$ cat src/rtl/render_frame_sequencer.sv
// Per-frame sequencer: latches camera, builds the Q16.16 view matrix, clears depth, kicks the rasterizer, swaps on sync.
// Optional depth-buffer clear pass is compiled in with the DEPTH_CLEAR_EN macro.
module render_frame_sequencer #(
  parameter int COORD_WIDTH   = 32,
  parameter int FB_ADDR_WIDTH = 17,
  parameter int FB_DEPTH      = 76800
) (
  input  logic                                       clk_in,
  input  logic                                       rst_in,
  input  logic                                       frame_sync_in,
  input  logic signed [COORD_WIDTH-1:0]              cam_x_in,
  input  logic signed [COORD_WIDTH-1:0]              cam_y_in,
  input  logic signed [COORD_WIDTH-1:0]              cam_z_in,
  input  logic                                       cam_valid_in,
  input  logic                                       rast_done_in,
  output logic                                       rast_start_out,
  output logic signed [COORD_WIDTH-1:0]              rast_x_out,
  output logic signed [COORD_WIDTH-1:0]              rast_y_out,
  output logic signed [COORD_WIDTH-1:0]              rast_z_out,
  output logic signed [3:0][3:0][COORD_WIDTH-1:0]    view_matrix_out,
  output logic                                       clr_we_out,
  output logic        [FB_ADDR_WIDTH-1:0]            clr_addr_out,
  output logic                                       swap_out,
  output logic                                       busy_out,
  output logic        [15:0]                         frames_dropped_out
);

  localparam logic [2:0] S_IDLE      = 3'd0;
  localparam logic [2:0] S_CLEAR     = 3'd1;
  localparam logic [2:0] S_START     = 3'd2;
  localparam logic [2:0] S_RENDER    = 3'd3;
  localparam logic [2:0] S_WAIT_SWAP = 3'd4;

`ifdef DEPTH_CLEAR_EN
  localparam logic [2:0] S_FIRST = S_CLEAR;
  localparam logic [FB_ADDR_WIDTH-1:0] LAST_ADDR = FB_ADDR_WIDTH'(FB_DEPTH - 1);
`else
  localparam logic [2:0] S_FIRST = S_START;
`endif

  localparam logic signed [COORD_WIDTH-1:0] Q_ONE = COORD_WIDTH'(65536);

  logic [2:0]  state_q, state_d;
  logic [15:0] dropped_q, dropped_d;
  logic        start_q, start_d;
  logic        swap_q, swap_d;
  logic        busy_q, busy_d;
  logic        frame_start, drop_inc;
  logic signed [2:0][COORD_WIDTH-1:0] shadow_q, shadow_d;
  logic signed [2:0][COORD_WIDTH-1:0] active_q, active_d;
`ifdef DEPTH_CLEAR_EN
  logic                     clr_we_q, clr_we_d;
  logic [FB_ADDR_WIDTH-1:0] clr_addr_q, clr_addr_d;
`endif

  always_comb begin
    // NOTE: every signal gets a default before the case so no path leaves it unassigned (no latches).
    state_d     = state_q;
    dropped_d   = dropped_q;
    swap_d      = 1'b0;
    frame_start = 1'b0;
    drop_inc    = 1'b0;
`ifdef DEPTH_CLEAR_EN
    clr_addr_d  = '0;
`endif
    case (state_q)
      S_IDLE: begin
        if (frame_sync_in) begin
          frame_start = 1'b1;
          state_d     = S_FIRST;
        end
      end
`ifdef DEPTH_CLEAR_EN
      S_CLEAR: begin
        drop_inc = frame_sync_in;
        if (clr_addr_q == LAST_ADDR) state_d = S_START;
        else                         clr_addr_d = clr_addr_q + 1'b1;
      end
`endif
      S_START: begin
        drop_inc = frame_sync_in;
        state_d  = S_RENDER;
      end
      S_RENDER: begin
        // A sync arriving with done is still a drop; the swap waits for the next sync.
        drop_inc = frame_sync_in;
        if (rast_done_in) state_d = S_WAIT_SWAP;
      end
      S_WAIT_SWAP: begin
        if (frame_sync_in) begin
          frame_start = 1'b1;
          swap_d      = 1'b1;
          state_d     = S_FIRST;
        end
      end
      default: state_d = S_IDLE;
    endcase

    if (drop_inc && dropped_q != 16'hFFFF) dropped_d = dropped_q + 16'd1;

    // Shadow feeds active through the same cycle so a coincident cam_valid is bypassed.
    shadow_d = cam_valid_in ? {cam_z_in, cam_y_in, cam_x_in} : shadow_q;
    active_d = frame_start ? shadow_d : active_q;

    start_d  = (state_d == S_START);
    busy_d   = (state_d != S_IDLE);
`ifdef DEPTH_CLEAR_EN
    clr_we_d = (state_d == S_CLEAR);
`endif
  end

  // NOTE: sequential state uses non-blocking assignments so all flops update from pre-edge values.
  always_ff @(posedge clk_in or posedge rst_in) begin
    if (rst_in) begin
      state_q    <= S_IDLE;
      dropped_q  <= '0;
      start_q    <= 1'b0;
      swap_q     <= 1'b0;
      busy_q     <= 1'b0;
      shadow_q   <= '0;
      active_q   <= '0;
`ifdef DEPTH_CLEAR_EN
      clr_we_q   <= 1'b0;
      clr_addr_q <= '0;
`endif
    end else begin
      state_q    <= state_d;
      dropped_q  <= dropped_d;
      start_q    <= start_d;
      swap_q     <= swap_d;
      busy_q     <= busy_d;
      shadow_q   <= shadow_d;
      active_q   <= active_d;
`ifdef DEPTH_CLEAR_EN
      clr_we_q   <= clr_we_d;
      clr_addr_q <= clr_addr_d;
`endif
    end
  end

  always_comb begin
    view_matrix_out = '0;
    for (int i = 0; i < 4; i++) view_matrix_out[i][i] = Q_ONE;
    view_matrix_out[0][3] = active_q[0];
    view_matrix_out[1][3] = active_q[1];
    view_matrix_out[2][3] = active_q[2];
  end

  assign rast_start_out     = start_q;
  assign swap_out           = swap_q;
  assign busy_out           = busy_q;
  assign frames_dropped_out = dropped_q;
  assign rast_x_out         = active_q[0];
  assign rast_y_out         = active_q[1];
  assign rast_z_out         = active_q[2];
`ifdef DEPTH_CLEAR_EN
  assign clr_we_out         = clr_we_q;
  assign clr_addr_out       = clr_addr_q;
`else
  assign clr_we_out         = 1'b0;
  assign clr_addr_out       = '0;
`endif

endmodule

$ cat config.mk
export PLATFORM = sky130hd
export DESIGN_NAME = render_frame_sequencer
export DESIGN_NICKNAME = d
export VERILOG_FILES = /design/src/rtl/render_frame_sequencer.sv
export SDC_FILE = /design/constraint.sdc
export NUM_CORES = 1
export LEC_CHECK = 0
export BUFFER_PORTS_ARGS = -buffer_cell sky130_fd_sc_hd__buf_2
export CAP_MARGIN = 0
export CORE_AREA = 5 5 285 287
export CTS_CLUSTER_DIAMETER = 100
export DETAILED_ROUTE_END_ITERATION = 7
export DIE_AREA = 0 0 290 292
export PLACE_DENSITY_LB_ADDON = 0.25
export SYNTH_ARGS = -nofsm -noshare
export SYNTH_HDL_FRONTEND = slang
export SYNTH_SLANG_ARGS = --single-unit
$ cat constraint.sdc
create_clock -name clk_in -period 9.7 [get_ports clk_in]
set_clock_uncertainty 0.2 [all_clocks]
set_input_delay 0 -clock clk_in [delete_from_list [all_inputs] [get_ports clk_in]]
set_output_delay 0 -clock clk_in [all_outputs]
set_load 0.02 [all_outputs]
==> summary.json <==
{
  "area_of_the_mapped_netlist_um2": 12100,
  "grt_first_pass_wirelength_mm": 43.0,
  "clkSinkCount": 214,
  "crit_family": "buffers and inverters",
  "tritoncts": "done",
  "synth-adder-area-share": 0.00104,
  "vdd_drop_max_mv": 0.169,
  "worst_setup_path_end_kind": "async pin",
  "crit_chain": "dlygate4sd3_1 > buf_2 > dlygate4sd3_1 > inv_8 > buf_4 > buf_4",
  "final_common_cell": "sky130_fd_sc_hd__conb_1",
  "clock.fmax_mhz": 331,
  "power_density_cells_nw_per_um2": 265,
  "number_of_h_tree_levels": 1,
  "timing.setup.tns_ns": 0,
  "area.sequential_um2": 5360,
  "detail_route.drc_violations": 0,
  "critical_path.max_stage_delay_ns": 0.77,
  "timing.hold.worst.class": "primary input to register",
  "ys_seq_elements": 214,
  "drt_first_iter_violations": 195,
  "cts_repair_resize_count": 0,
  "status": "finished clean",
  "dieArea_um2": 84700,
  "row_count": 103,
  "route.detailed.wl_per_inst_um": 11.3,
  "finalSetupViolCount": 0,
  "critical_path.slowest_cell": "sky130_fd_sc_hd__buf_4",
  "worst_path_buf_inv": 6,
  "syn-instance-count": 1027,
  "rsz0062_at_grt": "false",
  "cts_buffers": 28,
  "detailedPlacementHpwl_mm": 20.7,
  "via_count_of_the_first_global_routing_pass": 7391,
  "area_of_combinational_cells_with_multiple_inputs_um2": 4260,
  "place.port_buffers": 311,
  "share_of_cell_area_taken_by_muxes_after_synthesis": 0.181,
  "ant_nets": 0,
  "post-route-period-util": 0.311,
  "vias_per_cell": 2.86,
  "drive_above_1_share": 0.385,
  "final.fill_count": 8686,
  "cts-root-to-sink-buffers": 3,
  "max_cap_viol_count": 0,
  "die_height_um": 292,
  "routed-via-count": 7208,
  "required_ns": 10.09,
  "power.leakage_nw": 7.50,
  "insertion_delay_ns": 0.55,
  "number_of_pins_exceeding_their_max_slew_limit_in_the_final_report": 0,
  "antenna_found_initial": 4,
  "routabilityCongestion": 0.694,
  "warning_count_from_the_yosys_run": 0,
  "critPathLaunchType": "primary input",
  "clockRootBuffer": "sky130_fd_sc_hd__clkbuf_16",
  "wirelength_mm": 28.6,
  "hold_violations": 0,
  "layout.nets": 1553,
  "firstDrtPassIters": 4,
  "grt_remaining_overflow": 0,
  "area_growth_pct": 28.1,
  "max_slew.worst_pin.slew_ns": 0.935,
  "total_power_mw": 4.10,
  "most-common-layout-cells": "sky130_fd_sc_hd__conb_1, sky130_fd_sc_hd__buf_2, sky130_fd_sc_hd__dfrtp_1, sky130_fd_sc_hd__dlygate4sd3_1, sky130_fd_sc_hd__mux2_2",
  "grt_start_max_net_pins": 94,
  "grt.total_usage": 0.0613,
  "crit_type": "primary input to async pin",
  "slew-limit-headroom": 0.369,
  "floorplan.initialDensity": 0.154,
  "timing.critical_path.fanout_max": 93,
  "synth-simple-area-share": 0.0232,
  "clkTransAtPathRegs_ns": 0.05,
  "synth_xor_area_frac": 0.00870,
  "floorplan.core_area_um2": 78400,
  "period_needed_ns": 3.02,
  "synth_top_area_cell": "sky130_fd_sc_hd__dfrtp_1",
  "synth_top_family_by_area": "buffers and inverters",
  "post_synth_main_area_contributors": "sky130_fd_sc_hd__dfrtp_1, sky130_fd_sc_hd__buf_4, sky130_fd_sc_hd__mux2_2",
  "seq_area_frac_synth": 0.443,
  "compound_gate_portion_of_the_synthesized_area": 0.00342,
  "cts_setup_buffers": 0,
  "area_share_of_the_largest_cell_type_after_synthesis": 0.443,
  "cp_data_arrival_time_ns": 3.41,
  "post_synth.cell_area_avg_um2": 11.8,
  "design.portCount": 746,
  "dieWidth_um": 290,
  "ys_types": 33
}
==> cell families after synthesis <==
family | count (synthesis)
adder cells (fa/ha/maj) | 1
multiplexers | 194
AO/OA/AOI/OAI | 7
flip-flops | 214
buffers and inverters | 553
AND/OR/NAND/NOR | 44
XOR/XNOR | 12
other | 2
==> what timing repair did <==
item                       CTS  global route
hold endpoints to repair   294             0
setup endpoints to repair    0             0
hold buffers               197             0
==> cell type report <==
type / instances / share of cell area
flip-flops and latches: 214 / 0.346
multi-input cells: 692 / 0.276
repair buffers: 514 / 0.231
well taps: 1050 / 0.0849
clock buffers: 37 / 0.0520
clock inverters: 12 / 0.00866
inverters: 1 / 0.000728
diodes: 4 / 0.000647
==> state kept, by name (all words and copies together) (netlist names) <==
signal / count
rast_x_out: 32
frames_dropped_out: 16
busy_out: 1
state_q: 3
shadow_q: 96
rast_start_out: 1
swap_out: 1
rast_y_out: 32
rast_z_out: 32
==> worst reg2reg max path, stage by stage, from the launching register on <==
cell and delay (ns):
sky130_fd_sc_hd__dfrtp_1 0.42, sky130_fd_sc_hd__nor3b_2 0.24, sky130_fd_sc_hd__buf_4 0.44, sky130_fd_sc_hd__buf_4 0.80
sky130_fd_sc_hd__mux2_2 0.46
==> where the power goes <==
part           total, mW  internal (mW)  switching [mW]
registers           1.38           1.16           0.219
clock network       1.03          0.632           0.401
logic               1.69          0.622            1.07
==> per-layer routing <==
| layer | global-route usage | part of all wire |
|---|---|---|
| met5 | 0 | 0 |
| met2 | 0.112 | 0.51 |
| met4 | 0.0166 | 0.021 |
| met3 | 0.0216 | 0.10 |
| met1 | 0.0679 | 0.36 |
==> cell usage after synthesis <==
| cell | count |
|---|---|
| sky130_fd_sc_hd__and2_1 | 1 |
| sky130_fd_sc_hd__mux2_2 | 193 |
| sky130_fd_sc_hd__clkbuf_1 | 4 |
| sky130_fd_sc_hd__dfrtp_1 | 214 |
| sky130_fd_sc_hd__o21ai_0 | 4 |
| sky130_fd_sc_hd__nor2_2 | 1 |
| sky130_fd_sc_hd__nand4_4 | 1 |
| sky130_fd_sc_hd__nor2_1 | 3 |
| sky130_fd_sc_hd__or2_2 | 1 |
| sky130_fd_sc_hd__nor3b_1 | 2 |
| sky130_fd_sc_hd__nand3_1 | 3 |
| sky130_fd_sc_hd__nand4_2 | 1 |
| sky130_fd_sc_hd__nand2b_1 | 1 |
| sky130_fd_sc_hd__nor4_4 | 1 |
| sky130_fd_sc_hd__nor4_1 | 6 |
| sky130_fd_sc_hd__o311ai_0 | 1 |
| sky130_fd_sc_hd__o31ai_1 | 1 |
| sky130_fd_sc_hd__or4b_2 | 1 |
| sky130_fd_sc_hd__a21oi_1 | 1 |
| sky130_fd_sc_hd__buf_2 | 18 |
| sky130_fd_sc_hd__conb_1 | 2 |
| sky130_fd_sc_hd__buf_4 | 530 |
| sky130_fd_sc_hd__nand4_1 | 4 |
| sky130_fd_sc_hd__mux2_4 | 1 |
| sky130_fd_sc_hd__inv_1 | 1 |
| sky130_fd_sc_hd__xor2_1 | 12 |
| sky130_fd_sc_hd__or3_1 | 1 |
| sky130_fd_sc_hd__nand2_1 | 10 |
| sky130_fd_sc_hd__and3b_1 | 1 |
| sky130_fd_sc_hd__nor3_1 | 4 |
| sky130_fd_sc_hd__ha_1 | 1 |
| sky130_fd_sc_hd__nand3b_1 | 1 |
| sky130_fd_sc_hd__and3_1 | 1 |
==> per-stage QoR <==
step / setup WS (ns) / instances / utilization / hold WS, ns / area, um^2
finish: 6.68 / 2524 / 0.197 / 0.0487 / 15500
global route: 6.17 / 2523 / 0.197 / 0.0190 / 15500
CTS: 6.57 / 2520 / 0.197 / 0.000809 / 15500
detailed placement: 6.93 / 2274 / 0.160 / -0.0270 / 12500
global placement: 6.96 / 2274 / 0.160 / -0.0347 / 12500
floorplan: 3.65 / 1459 / - / -0.101 / 13700
==> path summary, 6_finish.rpt <==
check / start / to / slack, ns / cells after the start
min in group asynchronous: rst_in / rast_x_out[12] / 0.51 / 4
setup reg to reg: state_q[0] / rast_x_out[14] / 7.03 / 4
hold / removal: cam_x_in[31] / shadow_q[31] / 0.05 / 3
hold reg to reg: shadow_q[73] / shadow_q[73] / 0.29 / 1
setup / recovery: rst_in / frames_dropped_out[10] / 6.68 / 6
max in group clk_in: state_q[0] / rast_x_out[14] / 7.03 / 4
(Power assumes the default switching activity.)
